<file path="config.mk">
export PLATFORM = sky130hd
export DESIGN_NAME = fir_mac_serial
export DESIGN_NICKNAME = d
export VERILOG_FILES = /design/src/rtl/fir_mac_serial.sv
export SDC_FILE = /design/constraint.sdc
export NUM_CORES = 1
export LEC_CHECK = 0
export BUFFER_PORTS_ARGS = -buffer_cell sky130_fd_sc_hd__buf_2
export CORE_MARGIN = 2
export CORE_UTILIZATION = 64
export DETAILED_ROUTE_END_ITERATION = 16
export MAX_ROUTING_LAYER = met4
export PLACE_DENSITY = 0.84
export SYNTH_ARGS = -nofsm -noshare
export SYNTH_HDL_FRONTEND = slang
export SYNTH_SLANG_ARGS = --single-unit
export TNS_END_PERCENT = 30
</file>
<file path="constraint.sdc">
create_clock -name i_clock -period 8.1 [get_ports i_clock]
set_input_delay 0.405 -clock i_clock [delete_from_list [all_inputs] [get_ports i_clock]]
set_output_delay 0.405 -clock i_clock [all_outputs]
set_load 0.02 [all_outputs]
</file>
<file path="src/rtl/fir_mac_serial.sv">
// fir_mac_serial: time-multiplexed FIR filter with one shared MAC,
// run-time loadable coefficients and a saturating output stage.
module fir_mac_serial #(
   parameter  int WW_INPUT  = 8,
   parameter  int WW_COEFF  = 8,
   parameter  int WW_OUTPUT = 8,
   parameter  int N_TAPS    = 15,
   parameter  int OUT_SHIFT = 7,
   localparam int WW_ADDR   = $clog2(N_TAPS)
) (
   input  logic                        i_clock,
   input  logic                        i_reset,
   input  logic                        i_valid,
   input  logic signed [WW_INPUT-1:0]  i_signal,
   output logic                        o_ready,
   input  logic                        i_coeff_we,
   input  logic        [WW_ADDR-1:0]   i_coeff_addr,
   input  logic signed [WW_COEFF-1:0]  i_coeff_data,
   output logic                        o_valid,
   output logic signed [WW_OUTPUT-1:0] o_signal,
   output logic                        o_overflow
);

   localparam int WW_PROD = WW_INPUT + WW_COEFF;
   localparam int WW_ACC  = WW_PROD + $clog2(N_TAPS);

   localparam logic [WW_ADDR-1:0] LAST    = WW_ADDR'(N_TAPS - 1);
   localparam logic [WW_ADDR:0]   NTAPS_W = (WW_ADDR + 1)'(N_TAPS);

   localparam logic signed [WW_ACC-1:0] SAT_MAX =
      {{(WW_ACC - WW_OUTPUT + 1){1'b0}}, {(WW_OUTPUT - 1){1'b1}}};
   localparam logic signed [WW_ACC-1:0] SAT_MIN = ~SAT_MAX;

   typedef enum logic [1:0] {
      ST_IDLE,
      ST_MAC,
      ST_OUT
   } state_t;

   state_t state_q;

   logic signed [WW_INPUT-1:0] hist_q  [N_TAPS];
   logic signed [WW_COEFF-1:0] coeff_q [N_TAPS];

   logic [WW_ADDR-1:0] wr_ptr_q;
   logic [WW_ADDR-1:0] rd_ptr_q;
   logic [WW_ADDR-1:0] k_q;

   logic signed [WW_ACC-1:0]  acc_q;
   logic signed [WW_ACC-1:0]  acc_d;
   logic signed [WW_ACC-1:0]  shifted;
   logic signed [WW_PROD-1:0] prod;

   logic                        o_valid_q;
   logic signed [WW_OUTPUT-1:0] o_signal_q;
   logic                        o_overflow_q;

   logic accept;
   logic coeff_wr;
   logic sat_hi;
   logic sat_lo;

   assign o_ready    = (state_q == ST_IDLE) && !i_reset;
   assign accept     = i_valid && o_ready;
   assign coeff_wr   = i_coeff_we && o_ready
                       && ({1'b0, i_coeff_addr} < NTAPS_W);

   assign prod  = hist_q[rd_ptr_q] * coeff_q[k_q];
   assign acc_d = acc_q
                  + {{(WW_ACC - WW_PROD){prod[WW_PROD-1]}}, prod};

   // Arithmetic shift floors toward -inf before the saturation test.
   assign shifted = acc_q >>> OUT_SHIFT;
   assign sat_hi  = shifted > SAT_MAX;
   assign sat_lo  = shifted < SAT_MIN;

   assign o_valid    = o_valid_q;
   assign o_signal   = o_signal_q;
   assign o_overflow = o_overflow_q;

   always_ff @(posedge i_clock) begin
      if (i_reset) begin
         state_q      <= ST_IDLE;
         wr_ptr_q     <= '0;
         rd_ptr_q     <= '0;
         k_q          <= '0;
         acc_q        <= '0;
         o_valid_q    <= 1'b0;
         o_signal_q   <= '0;
         o_overflow_q <= 1'b0;
         for (int i = 0; i < N_TAPS; i++) begin
            hist_q[i]  <= '0;
            coeff_q[i] <= '0;
         end
      end else begin
         o_valid_q <= 1'b0;
         if (coeff_wr) begin
            coeff_q[i_coeff_addr] <= i_coeff_data;
         end
         unique case (state_q)
            ST_IDLE: begin
               if (accept) begin
                  hist_q[wr_ptr_q] <= i_signal;
                  rd_ptr_q         <= wr_ptr_q;
                  k_q              <= '0;
                  acc_q            <= '0;
                  state_q          <= ST_MAC;
               end
            end
            ST_MAC: begin
               acc_q <= acc_d;
               k_q   <= k_q + WW_ADDR'(1);
               // Walk backwards through the circular history.
               rd_ptr_q <= (rd_ptr_q == '0) ? LAST
                                            : rd_ptr_q - WW_ADDR'(1);
               if (k_q == LAST) begin
                  wr_ptr_q <= (wr_ptr_q == LAST) ? '0
                                                 : wr_ptr_q + WW_ADDR'(1);
                  state_q  <= ST_OUT;
               end
            end
            ST_OUT: begin
               o_valid_q <= 1'b1;
               if (sat_hi) begin
                  o_signal_q   <= SAT_MAX[WW_OUTPUT-1:0];
                  o_overflow_q <= 1'b1;
               end else if (sat_lo) begin
                  o_signal_q   <= SAT_MIN[WW_OUTPUT-1:0];
                  o_overflow_q <= 1'b1;
               end else begin
                  o_signal_q   <= shifted[WW_OUTPUT-1:0];
                  o_overflow_q <= 1'b0;
               end
               state_q <= ST_IDLE;
            end
            default: state_q <= ST_IDLE;
         endcase
      end
   end

endmodule

</file>
==> impl_metrics.prom, run 1 <==
# TYPE chip_impl_metric gauge
chip_impl_info{name="layout_commonest_cell",value="and2_1"} 1
chip_impl_metric{name="report.final.hold_viol_count",unit=""} 0
chip_impl_metric{name="post-route-min-period",unit="ns"} 7.715
chip_impl_metric{name="yosysSeqAreaShare",unit="%"} 51.33
chip_impl_metric{name="timing_worst_slew_pin_value",unit="ns"} 0.9309
chip_impl_metric{name="timing.final.setup_violations",unit=""} 0
chip_impl_metric{name="multiInputGateArea",unit="um2"} 7652
chip_impl_metric{name="die_w",unit="um"} 167
chip_impl_metric{name="post_layout_nonfiller_instances",unit=""} 1699
chip_impl_metric{name="drc",unit=""} 0
chip_impl_metric{name="dieHeight",unit="um"} 167
chip_impl_metric{name="synth-seq-cells",unit=""} 308
chip_impl_metric{name="via_count",unit=""} 10530
chip_impl_metric{name="floorplan.initialDensity",unit="%"} 65.25
chip_impl_metric{name="flow.area_growth_from_synthesis",unit="%"} 8.977
chip_impl_metric{name="grt_pass1_vias",unit=""} 10710
chip_impl_metric{name="floorplan.rows",unit=""} 59
chip_impl_metric{name="ctsLongestPathBuffers",unit=""} 3
chip_impl_metric{name="fin_tns_setup",unit="ns"} 0
chip_impl_metric{name="initial_drc_count",unit=""} 1039
chip_impl_info{name="startpoint_to_endpoint_class_of_the_critical_path",value="reg -> reg"} 1
chip_impl_metric{name="asyncSetResetFlopFracSynth",unit="%"} 0
chip_impl_metric{name="cp.required",unit="ns"} 8.52
chip_impl_metric{name="clock-sinks",unit=""} 308
chip_impl_metric{name="average_routed_wire_per_standard_cell",unit="um"} 22.13
chip_impl_metric{name="deepest_level_of_the_cts_h_tree",unit=""} 2
chip_impl_metric{name="syn_area",unit="um2"} 17000
chip_impl_metric{name="fillerInstances",unit=""} 1654
chip_impl_metric{name="globalplace.congestion",unit=""} 0.9002
chip_impl_metric{name="peak_supply_drop",unit="mV"} 0.2916
chip_impl_metric{name="maxCapViolCount",unit=""} 0
chip_impl_metric{name="design.core.area",unit="um2"} 26060
chip_impl_info{name="worst_path_max_delay_cell",value="mux4_2"} 1
chip_impl_metric{name="worst_setup_hold_path_clk_slew",unit="ns"} 0.06
chip_impl_metric{name="syn-mean-instance-area",unit="um2"} 13.02
chip_impl_metric{name="grt_overflow",unit=""} 0
chip_impl_info{name="main_flop_type_after_synthesis",value="edfxtp_1"} 1
chip_impl_info{name="layout.cells.most_common_list",value="and2_1, edfxtp_1, inv_1"} 1
chip_impl_info{name="ys_top_cells_by_area",value="edfxtp_1, and2_1, mux4_2"} 1
chip_impl_metric{name="max-slew-margin-rel",unit="%"} 37.60
chip_impl_metric{name="max_freq",unit="MHz"} 129.6
chip_impl_metric{name="final_layout_size_suffix_gt1_share",unit="%"} 15.10
chip_impl_metric{name="numPortBuffers",unit=""} 34
chip_impl_metric{name="yosysUniqueCellTypes",unit=""} 67
chip_impl_metric{name="crit_fanout",unit=""} 16
chip_impl_metric{name="die-area",unit="um2"} 27890
chip_impl_info{name="setup.worst_path.start_class",value="flop"} 1
chip_impl_metric{name="firstDrtPassIters",unit=""} 7
chip_impl_info{name="min-delay-path-class",value="in -> reg"} 1
chip_impl_info{name="timing.critical_path.to_type",value="flop"} 1
chip_impl_metric{name="final.setup_skew",unit="ns"} 0.02041
chip_impl_info{name="crit_top_cell",value="fa_1"} 1
chip_impl_info{name="tritoncts",value="done"} 1
chip_impl_metric{name="synthDominantCellAreaShare",unit="%"} 45.21
chip_impl_metric{name="yosys_warnings",unit=""} 0
chip_impl_metric{name="cellLeakagePower",unit="uW"} 0.007308
chip_impl_info{name="cts.root.buffer_cell",value="clkbuf_16"} 1
chip_impl_metric{name="fin_nets",unit=""} 1475
chip_impl_metric{name="dp.cells",unit=""} 1640
chip_impl_metric{name="power_density",unit="nW/um2"} 267.8
chip_impl_metric{name="worst-endpoint-arrival",unit="ns"} 8.13
chip_impl_metric{name="diodes",unit=""} 0
chip_impl_metric{name="route.antenna.remaining_nets",unit=""} 0
chip_impl_metric{name="number_of_flops_mapped_to_enable_cells_by_yosys",unit=""} 256
chip_impl_metric{name="numCtsBuffers",unit=""} 34
chip_impl_metric{name="grt_antenna_before_repair",unit=""} 0
chip_impl_info{name="synth_area_leader_cell",value="edfxtp_1"} 1
chip_impl_metric{name="grt_usage",unit="%"} 28.29
chip_impl_metric{name="wirelength",unit="um"} 37600
chip_impl_info{name="outcome",value="complete, no violations"} 1
chip_impl_metric{name="floorplan.io_pins",unit=""} 35
chip_impl_metric{name="vias_per_cell",unit=""} 6.198
chip_impl_metric{name="final-max-slew-violation-count",unit=""} 0
chip_impl_metric{name="final-seq-area",unit="um2"} 8731
chip_impl_metric{name="grt_max_degree",unit=""} 76
chip_impl_metric{name="syn-instance-count",unit=""} 1306
chip_impl_info{name="rsz0062_at_grt",value="false"} 1
chip_impl_metric{name="cp_slowest_stage_delay",unit="ns"} 0.57
chip_impl_metric{name="final.period_utilization",unit="%"} 95.24
chip_impl_metric{name="place.detailed.hpwl",unit="um"} 25460
chip_impl_metric{name="grt_first_pass_wirelength",unit="um"} 59260
chip_impl_metric{name="insertion_delay",unit="ns"} 0.53
[per-stage QoR]
stage	util, %	power [uW]	setup WS [ns]	hold WS (ns)	area [um2]
floorplan	-	3211	0.8316	0.4478	17030
global placement	67.06	3471	0.6186	0.4357	17480
detailed placement	67.06	3540	0.3059	0.4472	17480
CTS	70.97	4961	0.2886	0.2523	18490
global route	71.11	5250	0.008070	0.2700	18530
finish	71.11	4963	0.3855	0.2615	18530
[registers in the layout, summed over array words and instances (netlist names), named ones only]
signal      count
coeff_q       128
hist_q        128
acc_q          20
o_signal        8
k_q             4
rd_ptr_q        4
wr_ptr_q        4
state_q         2
o_overflow      1
o_valid         1
[area by class of cell]
class | instances | share of cell area (%)
timing repair buffer | 50 | 1.864
inverter | 97 | 1.965
clock buffer | 44 | 5.017
tap | 335 | 2.262
clock inverter | 13 | 0.4794
multi-input combinational | 852 | 41.30
sequential | 308 | 47.12
[critical path: cells and delay by family (launching register included)]
family	cells	cell delay, ns
AO/OA/AOI/OAI	12	2.26
XOR/XNOR	1	0.20
adder cells (fa/ha/maj)	6	2.75
buffers and inverters	3	0.31
flip-flops	1	0.41
multiplexers	2	1.10
AND/OR/NAND/NOR	4	0.54
[cells in the mapped netlist (all sizes together) (9+ instances only)]
cell type / instances
a21o: 9
a21oi: 44
and2: 288
buf: 16
clkbuf: 40
dfxtp: 52
edfxtp: 256
fa: 56
ha: 52
inv: 97
mux4: 79
nand2: 43
nand2b: 9
nand3: 10
nor2: 65
nor3: 23
o211ai: 9
o21ai: 18
or2: 33
xnor2: 20
[metal layers]
metal	part of all wire (%)	vias up	track usage (%)	routed length [um]
met4	3.4	0	9.558	1295
li1	-	4709	-	-
met5	0	-	-	0
met3	8.2	99	4.420	3084
met2	50	506	45.32	18740
met1	38	5216	37.51	14470
[final timing paths]
kind	endpoint	startpoint	slack, ns	cells past startpoint
setup / recovery	acc_q[19]$_SDFFE_PP0P_	flop	0.39	28
hold / removal	hist_q[15][3]$_DFFE_PP_	i_signal[3]	0.26	1
setup reg to reg	acc_q[19]$_SDFFE_PP0P_	flop	0.39	28
hold reg to reg	o_signal[0]$_SDFFE_PP0P_	o_signal[0]$_SDFFE_PP0P_	0.45	2
[cell families (layout without fill, tap and decap cells)]
family	Yosys count	count (layout)	share of synthesized area, %
AOI/OAI and AO/OA	136	136	5.541
xor gates and xnor gates	28	28	1.531
adders and majority gates	108	108	10.42
buffers and inverters	153	204	3.841
DFF	308	308	51.33
muxes	81	81	10.90
other	1	8	0.02205
and+or+nand+nor	491	491	16.42
[report_power, final]
part	internal (uW)	switching, uW
registers	1800	58.6
clock network	814	611
logic	733	951
total	3340	1620
[repair_timing]
action | CTS | global route
buffers inserted | 0 | 1
endpoints found under the setup margin | 0 | 1
resized for setup | 0 | 2
hold buffers | 0 | 0
Note: power is estimated with default switching activity, not from simulation.
==> run 2, diff against run 1 <==
--- a/config.mk
+++ b/config.mk
@@ -5,7 +5,7 @@
 export SDC_FILE = /design/constraint.sdc
 export NUM_CORES = 1
 export LEC_CHECK = 0
-export BUFFER_PORTS_ARGS = -buffer_cell sky130_fd_sc_hd__buf_2
+export BUFFER_PORTS_ARGS = -buffer_cell sky130_fd_sc_hd__clkbuf_2
 export CORE_MARGIN = 2
 export CORE_UTILIZATION = 64
 export DETAILED_ROUTE_END_ITERATION = 16
==> run 2 against run 1 <==
Effect of this change:
- register-to-register slack gained 0.06 ns
- wire length grew 2.0%
- cell count grew 0.24%
- clock skew shrank 0.0092 ns
- worst hold slack lost 0.029 ns
- utilization grew 0.53 points
- critical path type unchanged
- critical endpoint unchanged
==> impl_metrics.prom, run 2 (synthesis results as in run 1) <==
# TYPE chip_impl_metric gauge
chip_impl_metric{name="grt_pass1_vias",unit=""} 10970
chip_impl_metric{name="grt_antenna_before_repair",unit=""} 0
chip_impl_metric{name="worst-endpoint-arrival",unit="ns"} 8.13
chip_impl_metric{name="worst_setup_hold_path_clk_slew",unit="ns"} 0.07
chip_impl_metric{name="fin_tns_setup",unit="ns"} 0
chip_impl_metric{name="fin_nets",unit=""} 1476
chip_impl_metric{name="post_layout_nonfiller_instances",unit=""} 1703
chip_impl_info{name="layout.cells.most_common_list",value="and2_1, edfxtp_1, inv_1"} 1
chip_impl_info{name="cp_delay_by_family_top",value="adder cells"} 1
chip_impl_info{name="timing.critical_path.to_type",value="flop"} 1
chip_impl_metric{name="ctsLongestPathBuffers",unit=""} 3
chip_impl_metric{name="grt_overflow",unit=""} 0
chip_impl_metric{name="deepest_level_of_the_cts_h_tree",unit=""} 1
chip_impl_metric{name="postLayoutCoreUtil",unit="%"} 71.64
chip_impl_metric{name="numPortBuffers",unit=""} 34
chip_impl_metric{name="critical_path_buf_inv_count",unit=""} 4
chip_impl_metric{name="timing_worst_slew_pin_value",unit="ns"} 0.9746
chip_impl_metric{name="report.final.hold_viol_count",unit=""} 0
chip_impl_metric{name="placed_area",unit="um2"} 17510
chip_impl_metric{name="vias_per_cell",unit=""} 6.260
chip_impl_metric{name="peak_supply_drop",unit="mV"} 0.3517
chip_impl_metric{name="via_count",unit=""} 10660
chip_impl_metric{name="seq_power_share",unit="%"} 36.2
chip_impl_info{name="worst_path_max_delay_cell",value="mux4_2"} 1
chip_impl_metric{name="die_w",unit="um"} 167
chip_impl_metric{name="dieHeight",unit="um"} 167
chip_impl_info{name="layout_commonest_cell",value="and2_1"} 1
chip_impl_metric{name="floorplan.rows",unit=""} 59
chip_impl_info{name="tritoncts",value="done"} 1
chip_impl_metric{name="cp.required",unit="ns"} 8.58
chip_impl_metric{name="wirelength",unit="um"} 38350
chip_impl_info{name="crit_top_cell",value="fa_1"} 1
chip_impl_metric{name="post-route-min-period",unit="ns"} 7.650
chip_impl_metric{name="timing.final.setup_violations",unit=""} 0
chip_impl_metric{name="p_int",unit="uW"} 3458
chip_impl_metric{name="max_freq",unit="MHz"} 130.7
chip_impl_metric{name="fin_worst_hold_slack",unit="ns"} 0.2323
chip_impl_metric{name="grt_usage",unit="%"} 28.54
chip_impl_metric{name="dp.cells",unit=""} 1644
chip_impl_metric{name="switching_power_share_of_the_total",unit="%"} 32.50
chip_impl_info{name="cts.root.buffer_cell",value="clkbuf_16"} 1
chip_impl_metric{name="final.period_utilization",unit="%"} 94.45
chip_impl_info{name="min-delay-path-class",value="in -> reg"} 1
chip_impl_metric{name="grt_first_pass_wirelength",unit="um"} 60150
chip_impl_metric{name="design.core.area",unit="um2"} 26060
chip_impl_metric{name="clock-sinks",unit=""} 308
chip_impl_metric{name="route.antenna.remaining_nets",unit=""} 0
chip_impl_metric{name="floorplan.initialDensity",unit="%"} 65.25
chip_impl_metric{name="globalplace.congestion",unit=""} 0.9146
chip_impl_info{name="rsz0062_at_grt",value="false"} 1
chip_impl_metric{name="firstDrtPassIters",unit=""} 6
chip_impl_metric{name="numCtsBuffers",unit=""} 31
chip_impl_metric{name="max-slew-margin-rel",unit="%"} 34.53
chip_impl_metric{name="cp_slowest_stage_delay",unit="ns"} 0.57
chip_impl_info{name="reg.largest.list",value="coeff_q x128, hist_q x128, acc_q x20"} 1
chip_impl_metric{name="insertion_delay",unit="ns"} 0.59
chip_impl_metric{name="final.setup_skew",unit="ns"} 0.01118
chip_impl_metric{name="grt_max_degree",unit=""} 76
chip_impl_metric{name="cts_hold_repair.buffers",unit=""} 0
chip_impl_info{name="outcome",value="complete, no violations"} 1
chip_impl_metric{name="flow.area_growth_from_synthesis",unit="%"} 9.787
chip_impl_metric{name="final-max-slew-violation-count",unit=""} 0
chip_impl_metric{name="fin_area",unit="um2"} 18670
chip_impl_metric{name="final_layout_size_suffix_gt1_share",unit="%"} 15.94
chip_impl_metric{name="crit_fanout",unit=""} 16
chip_impl_metric{name="p_comb_share",unit="%"} 33.5
chip_impl_metric{name="p_clk_share",unit="%"} 30.4
chip_impl_metric{name="place.detailed.hpwl",unit="um"} 25670
chip_impl_metric{name="maxCapViolCount",unit=""} 0
chip_impl_metric{name="drc",unit=""} 0
chip_impl_metric{name="average_routed_wire_per_standard_cell",unit="um"} 22.52
chip_impl_metric{name="initial_drc_count",unit=""} 1042
chip_impl_info{name="startpoint_to_endpoint_class_of_the_critical_path",value="reg -> reg"} 1
chip_impl_metric{name="floorplan.io_pins",unit=""} 35
chip_impl_metric{name="cellLeakagePower",unit="uW"} 0.007366
chip_impl_metric{name="diodes",unit=""} 0
chip_impl_metric{name="power.net_switching",unit="uW"} 1665
chip_impl_info{name="setup.worst_path.start_class",value="flop"} 1
chip_impl_metric{name="power_density",unit="nW/um2"} 274.4
chip_impl_metric{name="die-area",unit="um2"} 27890
run 2: changes by cell type in the layout (fill, tap and decap cells not counted), moves of 2 or more:
cell / delta
buf_2: -34
buf_4: +3
bufinv_16: +7
clkbuf_1: -4
clkbuf_16: -3
clkbuf_2: +34
clkbuf_8: -2
clkinv_1: -3
clkinv_2: +3
clkinv_4: +2
clkinvlp_4: +2
run 2: area by class of cell:
| class | count | area, um2 |
|---|---|---|
| multi-input cells | 852 | 7659 |
| well taps | 335 | 419.2 |
| repair buffers | 54 | 392.9 |
| flip-flops and latches | 308 | 8731 |
| clock buffers | 34 | 787.0 |
| clock inverters | 23 | 315.3 |
| fillers | 1632 | 7391 |
| inverters | 97 | 364.1 |
run 2: power by group through the flow:
stage	clock [uW]	combinational [uW]	sequential, uW
detailed placement	0	1670	1880
CTS	1560	1690	1850
floorplan	0	1350	1860
finish	1560	1710	1850
global route	1620	1920	1860
global placement	0	1590	1880
run 2: worst register-to-register path, delay by kind of cell (launching register included):
family | cells | cell delay (ns)
AND/OR/NAND/NOR | 4 | 0.58
AO/OA/AOI/OAI | 11 | 2.06
multiplexers | 2 | 1.11
flip-flops | 1 | 0.41
XOR/XNOR | 1 | 0.22
buffers and inverters | 4 | 0.36
adder cells (fa/ha/maj) | 6 | 2.82
run 2: what timing repair did:
item,4_1_cts,5_1_grt
endpoints found under the setup margin,0,1
resized for setup,0,2
setup buffers,0,0
run 2: stage by stage:
step	worst slack [ns]	power (uW)
finish	0.4496	5122
global route	0.07029	5395
floorplan	0.8316	3211
CTS	0.3839	5098
detailed placement	0.4124	3555
global placement	0.6087	3468
run 2: worst paths after layout:
| kind | from | endpoint | slack (ns) | depth (start not counted) |
|---|---|---|---|---|
| worst min register to register | o_signal[1]$_SDFFE_PP0P_ | o_signal[1]$_SDFFE_PP0P_ | 0.45 | 2 |
| worst min-delay path | i_signal[3] | hist_q[15][3]$_DFFE_PP_ | 0.23 | 1 |
| worst max register to register | flop | acc_q[19]$_SDFFE_PP0P_ | 0.45 | 28 |
| worst max-delay path | flop | acc_q[19]$_SDFFE_PP0P_ | 0.45 | 28 |
run 2: layer usage:
metal	part of all wire [%]	wire (um)	vias up	GRT usage, %
met3	8.0	3066	116	4.016
met2	49	18970	577	46.25
met5	0	0	-	-
met4	3.5	1335	0	9.483
li1	-	-	4710	-
met1	39	14970	5258	37.76
==> run 3, diff against run 2 <==
--- a/config.mk
+++ b/config.mk
@@ -5,10 +5,10 @@
 export SDC_FILE = /design/constraint.sdc
 export NUM_CORES = 1
 export LEC_CHECK = 0
-export BUFFER_PORTS_ARGS = -buffer_cell sky130_fd_sc_hd__clkbuf_2
 export CORE_MARGIN = 2
-export CORE_UTILIZATION = 64
+export CORE_UTILIZATION = 65
 export DETAILED_ROUTE_END_ITERATION = 16
+export DONT_BUFFER_PORTS = 1
 export MAX_ROUTING_LAYER = met4
 export PLACE_DENSITY = 0.84
 export SYNTH_ARGS = -nofsm -noshare
==> run 3 against run 2 <==
Effect of this change:
- sequential power barely moved
- clock power fell by 12%
- clock skew rose by 0.0054 ns
- final area fell by 0.92%
- critical path depth fell by 1
- cell count fell by 1.3%
- setup slack got worse by 0.10 ns
- worst hold slack got worse by 0.21 ns
- maximum frequency fell by 1.3%
- register-to-register slack got worse by 0.10 ns
- sequential share of layout area rose by 0.45 points
- highest routed layer unchanged
==> impl_metrics.prom, run 3 (synthesis results as in run 1) <==
# TYPE chip_impl_metric gauge
chip_impl_metric{name="floorplan.initialDensity",unit="%"} 65.81
chip_impl_metric{name="wirelength",unit="um"} 36650
chip_impl_metric{name="route.antenna.remaining_nets",unit=""} 0
chip_impl_metric{name="vias_per_cell",unit=""} 6.148
chip_impl_metric{name="maxCapViolCount",unit=""} 0
chip_impl_metric{name="peak_supply_drop",unit="mV"} 0.2909
chip_impl_metric{name="fin_worst_hold_slack",unit="ns"} 0.01745
chip_impl_metric{name="power.net_switching",unit="uW"} 1582
chip_impl_metric{name="final.setup_skew",unit="ns"} 0.01655
chip_impl_metric{name="insertion_delay",unit="ns"} 0.58
chip_impl_metric{name="route.met2.wl",unit="um"} 17920
chip_impl_metric{name="globalplace.congestion",unit=""} 0.9101
chip_impl_metric{name="die-area",unit="um2"} 27470
chip_impl_metric{name="reg2reg_slack",unit="ns"} 0.35
chip_impl_info{name="layout.cells.most_common_list",value="and2_1, edfxtp_1, inv_1"} 1
chip_impl_metric{name="post_layout_nonfiller_instances",unit=""} 1681
chip_impl_metric{name="report.final.hold_viol_count",unit=""} 0
chip_impl_metric{name="p_clk_share",unit="%"} 28.3
chip_impl_metric{name="timing.final.setup_violations",unit=""} 0
chip_impl_info{name="min-delay-path-class",value="in -> reg"} 1
chip_impl_metric{name="p_int",unit="uW"} 3301
chip_impl_info{name="rsz0062_at_grt",value="false"} 1
chip_impl_metric{name="max_freq",unit="MHz"} 129.0
chip_impl_metric{name="numPortBuffers",unit=""} 0
chip_impl_metric{name="final.period_utilization",unit="%"} 95.69
chip_impl_info{name="layout_commonest_cell",value="and2_1"} 1
chip_impl_info{name="cts.root.buffer_cell",value="clkbuf_16"} 1
chip_impl_metric{name="dp.cells",unit=""} 1606
chip_impl_metric{name="switching_power_share_of_the_total",unit="%"} 32.40
chip_impl_metric{name="floorplan.rows",unit=""} 59
chip_impl_metric{name="numCtsBuffers",unit=""} 31
chip_impl_metric{name="grt_pass1_vias",unit=""} 10460
chip_impl_metric{name="grt_overflow",unit=""} 0
chip_impl_metric{name="fin_tns_setup",unit="ns"} 0
chip_impl_metric{name="initial_drc_count",unit=""} 1245
chip_impl_metric{name="fin_area",unit="um2"} 18500
chip_impl_metric{name="flow.area_growth_from_synthesis",unit="%"} 8.779
chip_impl_metric{name="final-max-slew-violation-count",unit=""} 0
chip_impl_info{name="routed.top_layer",value="met4"} 1
chip_impl_metric{name="power_density",unit="nW/um2"} 264.0
chip_impl_metric{name="placed_area",unit="um2"} 17320
chip_impl_metric{name="grt_antenna_before_repair",unit=""} 0
chip_impl_info{name="outcome",value="complete, no violations"} 1
chip_impl_metric{name="diodes",unit=""} 0
chip_impl_metric{name="die_w",unit="um"} 165.7
chip_impl_info{name="tritoncts",value="done"} 1
chip_impl_metric{name="p_comb_share",unit="%"} 33.7
chip_impl_metric{name="firstDrtPassIters",unit=""} 5
chip_impl_info{name="timing.hold.worst.start",value="i_signal[1]"} 1
chip_impl_metric{name="floorplan.io_pins",unit=""} 35
chip_impl_metric{name="grt_usage",unit="%"} 28.02
chip_impl_metric{name="dieHeight",unit="um"} 165.7
chip_impl_metric{name="worst_setup_hold_path_clk_slew",unit="ns"} 0.07
chip_impl_info{name="setup.worst_path.start_class",value="flop"} 1
chip_impl_metric{name="crit_fanout",unit=""} 32
chip_impl_metric{name="cellLeakagePower",unit="uW"} 0.007215
chip_impl_metric{name="grt_max_degree",unit=""} 42
chip_impl_metric{name="multiInputGateArea",unit="um2"} 7649
chip_impl_metric{name="design.core.area",unit="um2"} 25840
chip_impl_metric{name="grt_first_pass_wirelength",unit="um"} 58310
chip_impl_metric{name="drc",unit=""} 0
chip_impl_metric{name="via_count",unit=""} 10340
chip_impl_metric{name="clock-sinks",unit=""} 308
chip_impl_metric{name="final_layout_size_suffix_gt1_share",unit="%"} 13.08
chip_impl_metric{name="met1Wirelength",unit="um"} 14870
chip_impl_metric{name="seq_power_share",unit="%"} 37.9
chip_impl_metric{name="cts_setup_buffers",unit=""} 0
chip_impl_metric{name="max-slew-margin-rel",unit="%"} 26.21
chip_impl_metric{name="fillerInstances",unit=""} 1630
chip_impl_metric{name="average_routed_wire_per_standard_cell",unit="um"} 21.80
chip_impl_metric{name="place.detailed.hpwl",unit="um"} 24920
chip_impl_metric{name="ff2ff_path_depth",unit=""} 27
chip_impl_info{name="crit_path_end",value="acc_q[19]$_SDFFE_PP0P_"} 1
chip_impl_info{name="timing.critical_path.to_type",value="flop"} 1
chip_impl_info{name="startpoint_to_endpoint_class_of_the_critical_path",value="reg -> reg"} 1
chip_impl_metric{name="fin_nets",unit=""} 1453
chip_impl_metric{name="timing_worst_slew_pin_value",unit="ns"} 1.107
chip_impl_metric{name="route.met3.wl",unit="um"} 2739
chip_impl_metric{name="post-route-min-period",unit="ns"} 7.751
chip_impl_metric{name="worst-endpoint-arrival",unit="ns"} 8.22
chip_impl_metric{name="ctsLongestPathBuffers",unit=""} 3
chip_impl_info{name="reg.largest.list",value="coeff_q x128, hist_q x128, acc_q x20"} 1
chip_impl_metric{name="deepest_level_of_the_cts_h_tree",unit=""} 1
chip_impl_metric{name="cp.required",unit="ns"} 8.56
chip_impl_metric{name="final-seq-area",unit="um2"} 8733
chip_impl_info{name="r2r-end",value="acc_q[19]$_SDFFE_PP0P_"} 1
-- run 3: through the flow --
| step | total power, uW | worst slack [ns] | util, % |
|---|---|---|---|
| after global routing | 5165 | 0.03711 | 71.59 |
| after CTS | 4888 | 0.2867 | 71.56 |
| after floorplan | 3211 | 0.8316 | - |
| after detailed placement | 3505 | 0.3190 | 67.03 |
| after global placement | 3444 | 0.5128 | 67.03 |
| final | 4883 | 0.3492 | 71.59 |
-- run 3: area by class of cell --
cell class / count / share of cell area [%]
inverters: 97 / 1.968
clock buffers: 44 / 4.850
well taps: 335 / 2.266
repair buffers: 31 / 1.833
clock inverters: 14 / 0.5141
flip-flops and latches: 308 / 47.22
multi-input cells: 852 / 41.35
-- run 3: power groups by stage --
stage	clock network [uW]	logic [uW]	registers, uW
floorplan	0	1350	1860
global placement	0	1560	1880
detailed placement	0	1620	1880
CTS	1390	1640	1850
global route	1460	1850	1860
finish	1380	1650	1850
-- run 3: timing repair --
item	4_1_cts	5_1_grt
endpoints found under the hold margin	65	0
endpoints found under the setup margin	0	1
hold buffers	17	0
resized for setup	0	2
-- run 3: critical path: stages, from the launching register on --
cell and delay [ns]:
dfxtp_2 0.34, buf_12 0.26, mux4_1 0.66, mux4_2 0.60, nand2_1 0.20, inv_1 0.08
fa_1 0.58, inv_1 0.16, fa_1 0.55, inv_1 0.06, fa_1 0.53, inv_1 0.06
fa_1 0.53, inv_1 0.04, ha_1 0.34, a21oi_1 0.17, o21bai_1 0.07, a41o_1 0.25
xor2_1 0.15, ha_1 0.34, o21ai_0 0.27, nor2_1 0.10, a221o_1 0.33, a21o_1 0.19
a31oi_1 0.25, o21ai_0 0.14, xor3_1 0.19, a22o_1 0.18
-- run 3: worst min-delay path by stage --
stage | to | slack (ns) | cells past startpoint
floorplan | acc_q[4]$_SDFFE_PP0P_ | 0.45 | 2
global placement | acc_q[4]$_SDFFE_PP0P_ | 0.45 | 2
detailed placement | acc_q[0]$_SDFFE_PP0P_ | 0.47 | 2
CTS | hist_q[0][1]$_SDFFCE_PN0P_ | 0.007 | 1
global route | coeff_q[9][4]$_SDFFCE_PN0P_ | 0.007 | 1
finish | hist_q[0][1]$_SDFFCE_PN0P_ | 0.02 | 1
-- run 3: layer usage --
| layer | track usage, % | vias up |
|---|---|---|
| met3 | 4.337 | 72 |
| met5 | - | - |
| met2 | 44.42 | 469 |
| met4 | 8.658 | 0 |
| li1 | - | 4661 |
| met1 | 38.11 | 5133 |
